==> src/rtl/micro_sequencer_pkg.sv <==
// micro_sequencer_pkg: micro-stage encodings, opcode/func constants and path codes for the 16-bit CPU sequencer
package micro_sequencer_pkg;
  localparam int WORD_SIZE_DEF = 16;
  typedef enum logic [2:0] {
    S_IF   = 3'd0,
    S_ID   = 3'd1,
    S_EX   = 3'd2,
    S_MEM  = 3'd3,
    S_WB   = 3'd4,
    S_HALT = 3'd5
  } upc_t;
  typedef enum logic [2:0] {
    P_ALU_WB,
    P_LOAD,
    P_STORE,
    P_BRANCH,
    P_JUMP,
    P_LINK,
    P_HALT,
    P_NOP
  } path_t;
  localparam logic [3:0] OP_BNE   = 4'd0;
  localparam logic [3:0] OP_BEQ   = 4'd1;
  localparam logic [3:0] OP_BGZ   = 4'd2;
  localparam logic [3:0] OP_BLZ   = 4'd3;
  localparam logic [3:0] OP_ADI   = 4'd4;
  localparam logic [3:0] OP_ORI   = 4'd5;
  localparam logic [3:0] OP_LHI   = 4'd6;
  localparam logic [3:0] OP_LWD   = 4'd7;
  localparam logic [3:0] OP_SWD   = 4'd8;
  localparam logic [3:0] OP_JMP   = 4'd9;
  localparam logic [3:0] OP_JAL   = 4'd10;
  localparam logic [3:0] OP_RTYPE = 4'd15;
  localparam logic [5:0] FN_JPR = 6'd25;
  localparam logic [5:0] FN_JRL = 6'd26;
  localparam logic [5:0] FN_WWD = 6'd28;
  localparam logic [5:0] FN_HLT = 6'd29;
  function automatic logic is_alu_func(input logic [5:0] f);
    return f < 6'd8;
  endfunction
endpackage

==> src/rtl/micro_sequencer_decode.sv <==
// inst_class_decode: maps opcode/func to the micro-stage path the instruction follows
module inst_class_decode
  import micro_sequencer_pkg::*;
(
  input  logic [3:0] opcode,
  input  logic [5:0] func,
  output path_t      path
);
  path_t r_path;
  always_comb
    r_path = is_alu_func(func)                ? P_ALU_WB :
             (func == FN_JPR || func == FN_WWD) ? P_JUMP   :
             func == FN_JRL                     ? P_LINK   :
             func == FN_HLT                     ? P_HALT   : P_NOP;
  always_comb
    case (opcode)
      OP_BNE, OP_BEQ, OP_BGZ, OP_BLZ: path = P_BRANCH;
      OP_ADI, OP_ORI, OP_LHI:         path = P_ALU_WB;
      OP_LWD:                         path = P_LOAD;
      OP_SWD:                         path = P_STORE;
      OP_JMP:                         path = P_JUMP;
      OP_JAL:                         path = P_LINK;
      OP_RTYPE:                       path = r_path;
      default:                        path = P_NOP;
    endcase
endmodule

==> src/rtl/micro_sequencer.sv <==
// micro_sequencer: multi-cycle IF/ID/EX/MEM/WB control FSM with retired-instruction counter
module micro_sequencer
  import micro_sequencer_pkg::*;
#(
  parameter int WORD_SIZE = WORD_SIZE_DEF
) (
  input  logic                 clk,
  input  logic                 reset,
  input  logic [3:0]           opcode,
  input  logic [5:0]           func,
  input  logic                 mem_ready,
  output logic [2:0]           microPC,
  output logic                 ir_write,
  output logic                 mem_read,
  output logic                 mem_write,
  output logic                 reg_write,
  output logic                 pc_write,
  output logic                 inst_done,
  output logic                 is_halted,
  output logic [WORD_SIZE-1:0] num_inst
);
  upc_t  state, next;
  path_t path;
  logic  retire, halt_now;
  inst_class_decode u_dec (
    .opcode(opcode),
    .func  (func),
    .path  (path)
  );
  always_ff @(posedge clk)
    if (reset) begin
      state     <= S_IF;
      num_inst  <= '0;
      is_halted <= 1'b0;
    end else begin
      state    <= next;
      num_inst <= num_inst + WORD_SIZE'(inst_done);
      if (halt_now) is_halted <= 1'b1;
    end
  always_comb begin
    next     = S_IF;
    retire   = 1'b0;
    halt_now = 1'b0;
    case (state)
      S_IF: next = mem_ready ? S_ID : S_IF;
      S_ID: begin
        halt_now = path == P_HALT;
        retire   = path inside {P_JUMP, P_NOP};
        next     = halt_now ? S_HALT : path == P_LINK ? S_WB : retire ? S_IF : S_EX;
      end
      S_EX: begin
        retire = !(path inside {P_ALU_WB, P_LOAD, P_STORE});
        next   = path == P_ALU_WB ? S_WB : retire ? S_IF : S_MEM;
      end
      S_MEM: begin
        retire = mem_ready && path != P_LOAD;
        next   = !mem_ready ? S_MEM : path == P_LOAD ? S_WB : S_IF;
      end
      S_WB:    retire = 1'b1;
      S_HALT:  next = S_HALT;
      default: next = S_IF;
    endcase
  end
  assign microPC   = state;
  assign ir_write  = !reset && state == S_IF && mem_ready;
  assign mem_read  = !reset && (state == S_IF || (state == S_MEM && path == P_LOAD));
  assign mem_write = !reset && state == S_MEM && path == P_STORE;
  assign reg_write = !reset && state == S_WB;
  assign pc_write  = !reset && retire;
  assign inst_done = !reset && (retire || halt_now);
endmodule
==> config.mk <==
export PLATFORM = sky130hd
export DESIGN_NAME = micro_sequencer
export DESIGN_NICKNAME = d
export VERILOG_FILES = /design/src/rtl/micro_sequencer_pkg.sv /design/src/rtl/micro_sequencer_decode.sv /design/src/rtl/micro_sequencer.sv
export SDC_FILE = /design/constraint.sdc
export NUM_CORES = 1
export LEC_CHECK = 0
export ABC_AREA = 1
export BUFFER_PORTS_ARGS = -buffer_cell sky130_fd_sc_hd__buf_2
export CAP_MARGIN = 20
export CORE_MARGIN = 2
export CORE_UTILIZATION = 47
export DETAILED_ROUTE_END_ITERATION = 8
export GPL_ROUTABILITY_DRIVEN = 1
export PLACE_DENSITY = 0.85
export SKIP_LAST_GASP = 1
export SYNTH_ARGS = -nofsm -noshare
export SYNTH_HDL_FRONTEND = slang
export SYNTH_SLANG_ARGS = --single-unit
==> constraint.sdc <==
create_clock -name clk -period 2.5 [get_ports clk]
set_input_delay 0.5 -clock clk [delete_from_list [all_inputs] [get_ports clk]]
set_output_delay 0.5 -clock clk [all_outputs]
set_load 0.05 [all_outputs]
==> results of run 1 <==
[flip-flops by register name (all words and copies together), names as in the netlist]
| register | flops |
|---|---|
| is_halted | 1 |
| microPC | 3 |
| num_inst | 16 |
[repair_timing]
item / CTS / global route
buffers inserted: 5 / 4
gates resized for setup: 6 / 46
pin swaps: 4 / 6
endpoints found under the setup margin: 4 / 13
[worst reg2reg max path, cell delays in order, from the launching register on]
cell,delay (ns)
sky130_fd_sc_hd__dfxtp_1,0.35
sky130_fd_sc_hd__inv_1,0.08
sky130_fd_sc_hd__nand2_1,0.09
sky130_fd_sc_hd__nor2_1,0.16
sky130_fd_sc_hd__nand2_2,0.09
sky130_fd_sc_hd__inv_2,0.09
sky130_fd_sc_hd__nand4_1,0.25
sky130_fd_sc_hd__nand2_8,0.14
sky130_fd_sc_hd__ha_4,0.14
sky130_fd_sc_hd__ha_4,0.14
sky130_fd_sc_hd__nand2_4,0.05
sky130_fd_sc_hd__nor2_4,0.10
sky130_fd_sc_hd__nand3_2,0.10
sky130_fd_sc_hd__nor3_4,0.15
sky130_fd_sc_hd__nand2_2,0.08
sky130_fd_sc_hd__buf_4,0.14
sky130_fd_sc_hd__buf_6,0.11
sky130_fd_sc_hd__o21ai_2,0.12
sky130_fd_sc_hd__a21oi_1,0.05
[final timing paths]
path,depth (start not counted),endpoint,start,slack [ns]
setup / recovery,21,num_inst[10]$_SDFF_PP0_,opcode[1],-0.07
hold reg to reg,2,is_halted$_SDFFE_PP0P_,is_halted$_SDFFE_PP0P_,0.46
setup reg to reg,18,num_inst[10]$_SDFF_PP0_,microPC[1]$_SDFF_PP0_,0
hold / removal,2,is_halted$_SDFFE_PP0P_,is_halted$_SDFFE_PP0P_,0.46
[power by group through the flow]
stage                     Clock [mW]  Combinational [mW]  Sequential [mW]
after floorplan                    0               0.116            0.352
after global placement             0               0.188            0.336
after detailed placement           0               0.192            0.336
after CTS                      0.196               0.200            0.329
after global routing           0.200               0.250            0.330
final                          0.189               0.232            0.329
[cells by family (layout without fill, tap and decap cells)]
family	count (synthesis)	count (layout)	share of synthesized area [%]
xor+xnor	2	2	1.25
compound gates	26	26	12.0
buf+inv	47	112	13.0
flops	20	20	28.7
fa+ha+maj	2	2	1.79
simple gates	119	119	43.3
[routing by layer]
layer	vias to the layer above	GRT usage (%)	part of all wire, %
li1	809	-	-
met1	761	27.4	42
met3	16	5.27	7.3
met5	-	0	0
met4	0	7.31	2.4
met2	75	37.6	48
[placed cells by master, fill, tap and decap left out, drive strengths merged]
cell    count
buf        62
xor2        2
o32ai       1
dfxtp      20
a41oi       1
o21ai      11
nor2       41
ha          2
clkbuf      5
o22ai       1
o21a        1
nor4        4
nand2      48
nand4       2
nor3        6
and3        1
or2         1
inv        45
nand3      16
a21oi      10
a32oi       1
[layout make-up]
| type | count | area [µm²] | area share [%] |
|---|---|---|---|
| flip-flops and latches | 20 | 403 | 19.0 |
| repair buffers | 63 | 449 | 21.2 |
| well taps | 31 | 38.8 | 1.83 |
| multi-input cells | 149 | 1020 | 48.0 |
| inverters | 45 | 176 | 8.31 |
| clock buffers | 4 | 36.3 | 1.71 |
==> results.md, run 1 <==
Outcome:
- The run finished, with violations left.
- The checks that failed: setup timing.

Worst setup path:
- The critical path buffer and inverter count is 5.
- The worst setup path is captured at a flip-flop.
- The critical path goes through buf_8, nand2_8, inv_2, nand2_1, nand3_2, nand3_4, nand2_2, inv_2, nand4_1, nand2_8, ha_4, ha_4, nand2_4, nor2_4, nand3_2, nor3_4, nand2_2, buf_4, buf_6, o21ai_2, a21oi_1.
- The worst setup path is launched from an input port.
- The cell type group with the largest total delay on the critical path is simple AND/OR/NAND/NOR gates.
- STA puts the critical path data required time at 2.71 ns.
- The slowest stage of the critical path is the sky130_fd_sc_hd__nand4_1 cell.
- For the worst setup path, the data arrival time is 2.78 ns.
- The worst setup path is of the in -> reg kind.
- In this run the worst path has a maximum fanout of 4.
- On the worst path, the slowest cell contributes a delay of 0.25 ns.

Yosys:
- Synthesis handed over a netlist of 216 instances.
- The mean post-synth cell area is 6.46 µm².
- The largest total area in the synthesized netlist belongs to sky130_fd_sc_hd__dfxtp_1.
- The most used flip-flop cell after synthesis is sky130_fd_sc_hd__dfxtp_1.
- The number of enable-type register cells in the synthesized netlist is 0.
- After synthesis, the largest area contributor takes up 28.7% of total cell area.
- After synthesis the netlist holds a flip-flop and latch count of 20.
- The warning count from the yosys run is 0.
- Counting every net in the synthesized netlist gives 231.
- By area the synthesized netlist is led by sky130_fd_sc_hd__dfxtp_1 29%, sky130_fd_sc_hd__inv_1 11%, sky130_fd_sc_hd__nand2_1 9.9%.
- Summing every instance area after synthesis gives 1400 µm².
- By count the netlist is led by 40 x sky130_fd_sc_hd__inv_1, 37 x sky130_fd_sc_hd__nand2_1, 31 x sky130_fd_sc_hd__nor2_1.
- The share of async-settable or async-resettable flops after synthesis is 0%.
- sky130_fd_sc_hd__inv_1 is the most common cell in the netlist.
- The synthesized netlist contains 35 unique library cells.
- The portion of the post-synthesis area used by sequential elements is 28.7%.

Pwr:
- In this run the power spent charging and discharging nets is 0.249 mW.
- The maximum VDD drop is 0.000379 V.
- The overall power after layout is 0.750 mW.
- Combinational logic burns 30.9% of the power.
- Sequential cells burn 43.8% of the power.
- The power per cell area is 353 nW/µm².
- Internal power comes to 0.500 mW.
- The static power due to leakage is 1.03 nW.
- Of the total power, the share spent switching nets is 33.2%.
- Per report_power, the clock group accounts for 25.3% of the total.

Route:
- The ratio of routed vias to standard cells is 5.32.
- The first detailed-routing pass took 4 iterations.
- The count of nets left with antenna violations after detail routing is 0.
- The routed wire length is 4.16 mm.
- In the final routed layout, each cell accounts on average for 13.3 µm.
- In the routed design, unresolved DRC markers number 0.
- The number of vias in the routed layout is 1661.
- The violation count after the first detailed-route iteration is 94.

GRT:
- Summed over all layers, the global routing overflow is 0.
- The first global-routing pass estimated 5.98 mm of wire.
- The initial antenna violation count is 0.
- The pin count of the biggest net entering global routing is 14.
- The via count of the first global-routing pass is 1480.
- For this run, the total global-route usage over all layers was measured as 22.1%.

Job:
- The number of violations of the max-capacitance limit is 0.

Placed design:
- In this run the cell area measured after placement is 1840 µm².
- The placer congestion estimate is 0.854.
- Timing analysis after detailed placement gives a worst setup slack of -0.430 ns.
- Port buffering added 38 buffers.
- The HPWL after detailed placement is 2.68 mm.
- The number of placed cells counting well taps is 299.

Timing:
- The clock period minus worst slack is 2.57 ns.
- Clock skew on the completed layout was measured at 0.00482 ns.
- The ratio of final minimum period to clock period is 103%.
- The transition time at the pin with the least slew margin is 0.346 ns.
- The final number of hold-violating endpoints is 0.
- Hold is met by 0.463 ns.
- The total setup violations reported at the end of the flow is 4.
- In this run the tightest slew margin relative to its limit is 76.8%.
- Setup repair after global routing could not meet its margin everywhere.
- The highest clock rate is 0.389 GHz.
- Setup slack on the critical path of the routed design comes to -0.0738 ns.
- Setup total negative slack on the finished layout was measured at -0.191 ns.
- The number of pins with negative max-slew slack in the final report is 0.

Layout:
- The number of filler cells placed in the layout is 184.
- After the last flow step, the layout net total stands at 297.
- The ratio of cells with drive above 1 in the final layout is 47.7%.
- The final antenna diode count is 0.
- After the flow finishes, the layout carries non-filler instances totaling 312.
- The cell area after layout is 2120 µm².
- From synthesis to final layout, the design area changed by 52.0%.
- The final standard cell utilization of the core is 76.3%.

Floorplanning:
- The row count is 19.
- The x dimension of the die is 58.5 µm.
- The core outline area is 2780 µm².
- The effective utilization at floorplan is 50.2%.
- In this run the vertical extent of the chip is 58.5 µm.
- 39 I/O pins were placed.
- The area of the die is 3420 µm².

Clock tree:
- The CTS sink count is 20.
- TritonCTS built the clock tree.
- The clock latency of the later-clocked register in the worst-skew pair is 0.30 ns.
- After clock tree synthesis, the clock-pin slew on the worst setup and hold paths is 0.11 ns.
- The number of hold buffers added after CTS was 0.
- The total clock buffers created by CTS is 3.
- In this run the deepest clock path goes through 2 buffers.
- The CTS H-tree depth is 1.
- The cell at the root of the clock tree is sky130_fd_sc_hd__clkbuf_4.

Min path:
- The class of the worst hold path is reg -> reg.
(Power assumes the default switching activity.)
==> inputs of run 2 (changes only) <==
CORE_UTILIZATION = 56   (was 47)
PLACE_DENSITY = 0.94   (was 0.85)
SETUP_SLACK_MARGIN = 0.05   (was not set)
SLEW_MARGIN = 20   (was not set)
clock period = 3.2 ns   (was 2.5 ns; I/O delays follow)
==> run 2 against run 1 <==
Compared with the run above: the flow now finishes without violations; first-iteration DRC count shrank 69%; clock power fell by 22%; critical path type unchanged; critical path depth rose by 3; via count fell by 12%; highest routed layer unchanged.
==> results.md, run 2 (synthesized netlist as in run 1, its figures left out) <==
Route:
- For this run, design rule violations remaining after detail routing come to 0.
- The routed wire length is 3.05 mm.
- The ratio of routed vias to standard cells is 5.08.
- The routed layout has 1458 vias.
- In this run, the number of DRC markers left after iteration 0 of detailed routing was 29.
- The routed length per placed instance is 10.6 µm.
- For this run, the detailed router's first-pass iteration total came to 5.
- In this run the remaining antenna-violating nets after routing total 0.

Clock tree:
- The clock net in this run drives a total of 20 sinks.
- The clock latency of the later-clocked register in the worst-skew pair is 0.31 ns.
- Clock tree synthesis inserted a total of 3 buffers.
- The longest clock path from root to sink contains 2 buffers.
- Clock-pin slew was measured on the worst setup and hold paths at 0.11 ns.
- The root buffer cell chosen for the clock tree is sky130_fd_sc_hd__clkbuf_4.
- The CTS tree is done.
- The number of gates resized after cts is 0.
- Buffers inserted to repair hold after CTS numbered 0.
- Once the clock tree was built, the setup fixing pass inserted 0 buffers.
- The CTS H-tree depth is 1.

Timing:
- The worst pin sits at a relative slew slack of 74.9%.
- The post-route clock skew is 0.00334 ns.
- The number of pins with negative max-slew slack in the final report is 0.
- The highest clock rate is 0.350 GHz.
- The summed negative setup slack over all endpoints is 0 ns.
- Setup repair after global routing left no endpoint under its margin.
- The clock period minus worst slack is 2.86 ns.
- Hold is met by 0.470 ns.
- Dividing the final minimum period by the clock period gives 89.4%.
- The final number of hold-violating endpoints is 0.
- The total setup violations reported at the end of the flow is 0.
- The worst path setup slack after routing is 0.340 ns.
- For the pin with the worst max-slew slack, the measured transition is 0.377 ns.

Job:
- The number of violations of the max-capacitance limit is 0.

Worst setup path:
- The category of the worst setup path capture point is a flip-flop.
- The largest individual stage delay along the critical path comes from the cell sky130_fd_sc_hd__ha_1.
- Along the worst path, the maximum fanout reaches 7.
- The critical path data arrival time is 3.07 ns.
- The data required time at the worst endpoint is 3.41 ns.
- The critical path buffer and inverter count is 2.
- The critical path goes through buf_2, nand2_1, nor2_2, nand2_2, clkinv_2, nand2_1, nor2_2, nor2_4, nand2_4, nand3_1, nand3_1, nand2_1, nand2_2, ha_1, ha_1, nand2_2, nor2_4, nand3_2, nor3_4, nand2_1, nor2_2, nand2_2, o21ai_1, nor2_1.
- The cell type group with the largest total delay on the critical path is simple AND/OR/NAND/NOR gates.
- The worst setup path is of the in -> reg kind.
- The worst setup path is launched from an input port.
- On the worst path, the slowest cell contributes a delay of 0.18 ns.

GRT:
- Global routing finished with a remaining overflow of 0.
- The via count of the first global-routing pass is 1276.
- The global-route wire length before repair is 5.04 mm.
- The initial antenna violation count is 0.
- The overall routing resource usage is 23.8%.
- Entering global routing, the biggest net connects 14 pins.

Layout:
- The area growth from synthesis to layout is 18.8%.
- In the final layout, the share of cells above drive strength 1 is 31.1%.
- The number of antenna diodes in the final layout is 0.
- The final layout contains 273 nets.
- Leaving out fill and tap cells, the most frequent cells in the layout are 40 x sky130_fd_sc_hd__inv_1, 38 x sky130_fd_sc_hd__buf_2, 36 x sky130_fd_sc_hd__nand2_1.
- The largest register by flop count is num_inst.
- The register with the most flip-flops in the layout has 16 of them.
- The final standard cell utilization of the core is 68.8%.
- The non-filler instance count after layout is 287.
- Leaving out fill and tap cells, the most frequent cell in the layout is sky130_fd_sc_hd__inv_1.

Pwr:
- The static power due to leakage is 0.839 nW.
- In this run the power spent charging and discharging nets is 0.173 mW.
- In this run, the clock network consumes 27.9% of the power.
- The internal power is 0.360 mW.
- The logic gate share of total power is 24.0%.
- The share of total power dissipated in sequential elements is 48.1%.
- The share of total power consumed by net switching is 32.4%.
- The worst-case IR drop observed on VDD is 0.000293 V.
- Dividing total power by cell area gives a power density of 321 nW/µm².

Floorplanning:
- The core outline area is 2410 µm².
- In this run the count of I/O pins placed on the die edge is 39.
- The floorplan step defined a die boundary enclosing 2910 µm².
- From bottom edge to top edge, the die measures 53.9 µm.
- The effective utilization at floorplan is 57.9%.
- The row count is 18.
- The x dimension of the die is 53.9 µm.

Min path:
- The class of the worst hold path is reg -> reg.

Placed design:
- The HPWL after detailed placement is 2.50 mm.
- The number of placed cells counting well taps is 283.
- Prior to clock tree synthesis, the placed netlist has a worst setup slack of 0.0101 ns.
- The placer congestion estimate is 0.777.
- Input and output buffers added on the ports amount to 38.

Outcome:
- The flow ran to the end, and the final reports show no timing, DRC or antenna violations.
==> run 2: worst paths after layout <==
| path | start | to | slack, ns | cells past startpoint |
|---|---|---|---|---|
| worst min register to register | is_halted$_SDFFE_PP0P_ | is_halted$_SDFFE_PP0P_ | 0.47 | 2 |
| worst min-delay path | is_halted$_SDFFE_PP0P_ | is_halted$_SDFFE_PP0P_ | 0.47 | 2 |
| worst max-delay path | opcode[2] | num_inst[14]$_SDFF_PP0_ | 0.34 | 24 |
| worst max register to register | microPC[0]$_SDFF_PP0_ | num_inst[14]$_SDFF_PP0_ | 0.59 | 19 |
==> run 2: worst min-delay path: stages (launching register included) <==
cell                      delay [ns]
sky130_fd_sc_hd__dfxtp_1        0.33
sky130_fd_sc_hd__nand2_1        0.07
sky130_fd_sc_hd__nand2_1        0.05
==> run 2: layout make-up <==
class | instances | area [µm²]
sequential | 20 | 400
clock buffer | 4 | 36.3
tap | 30 | 37.5
multi-input combinational | 149 | 817
inverter | 45 | 170
fill | 214 | 751
timing repair buffer | 39 | 198
==> run 2: power groups by stage <==
stage	combinational (mW)	sequential, mW	clock (mW)
floorplan	0.0833	0.274	0
detailed placement	0.127	0.262	0
finish	0.128	0.256	0.148
CTS	0.128	0.256	0.153
global placement	0.124	0.262	0
global route	0.141	0.257	0.163
==> run 2: routing by layer <==
layer / vias to the layer above / GRT usage, % / share of wire [%]
li1: 760 / - / -
met1: 654 / 27.5 / 44
met2: 39 / 41.9 / 50
met3: 5 / 7.22 / 4.9
met4: 0 / 7.26 / 1.0
met5: - / 0 / 0
==> run 2: stage by stage <==
step	power, mW	area [µm²]
6_report	0.532	1660
5_1_grt	0.560	1660
4_1_cts	0.536	1660
3_5_place_dp	0.389	1620
3_3_place_gp	0.385	1620
2_1_floorplan	0.358	1400
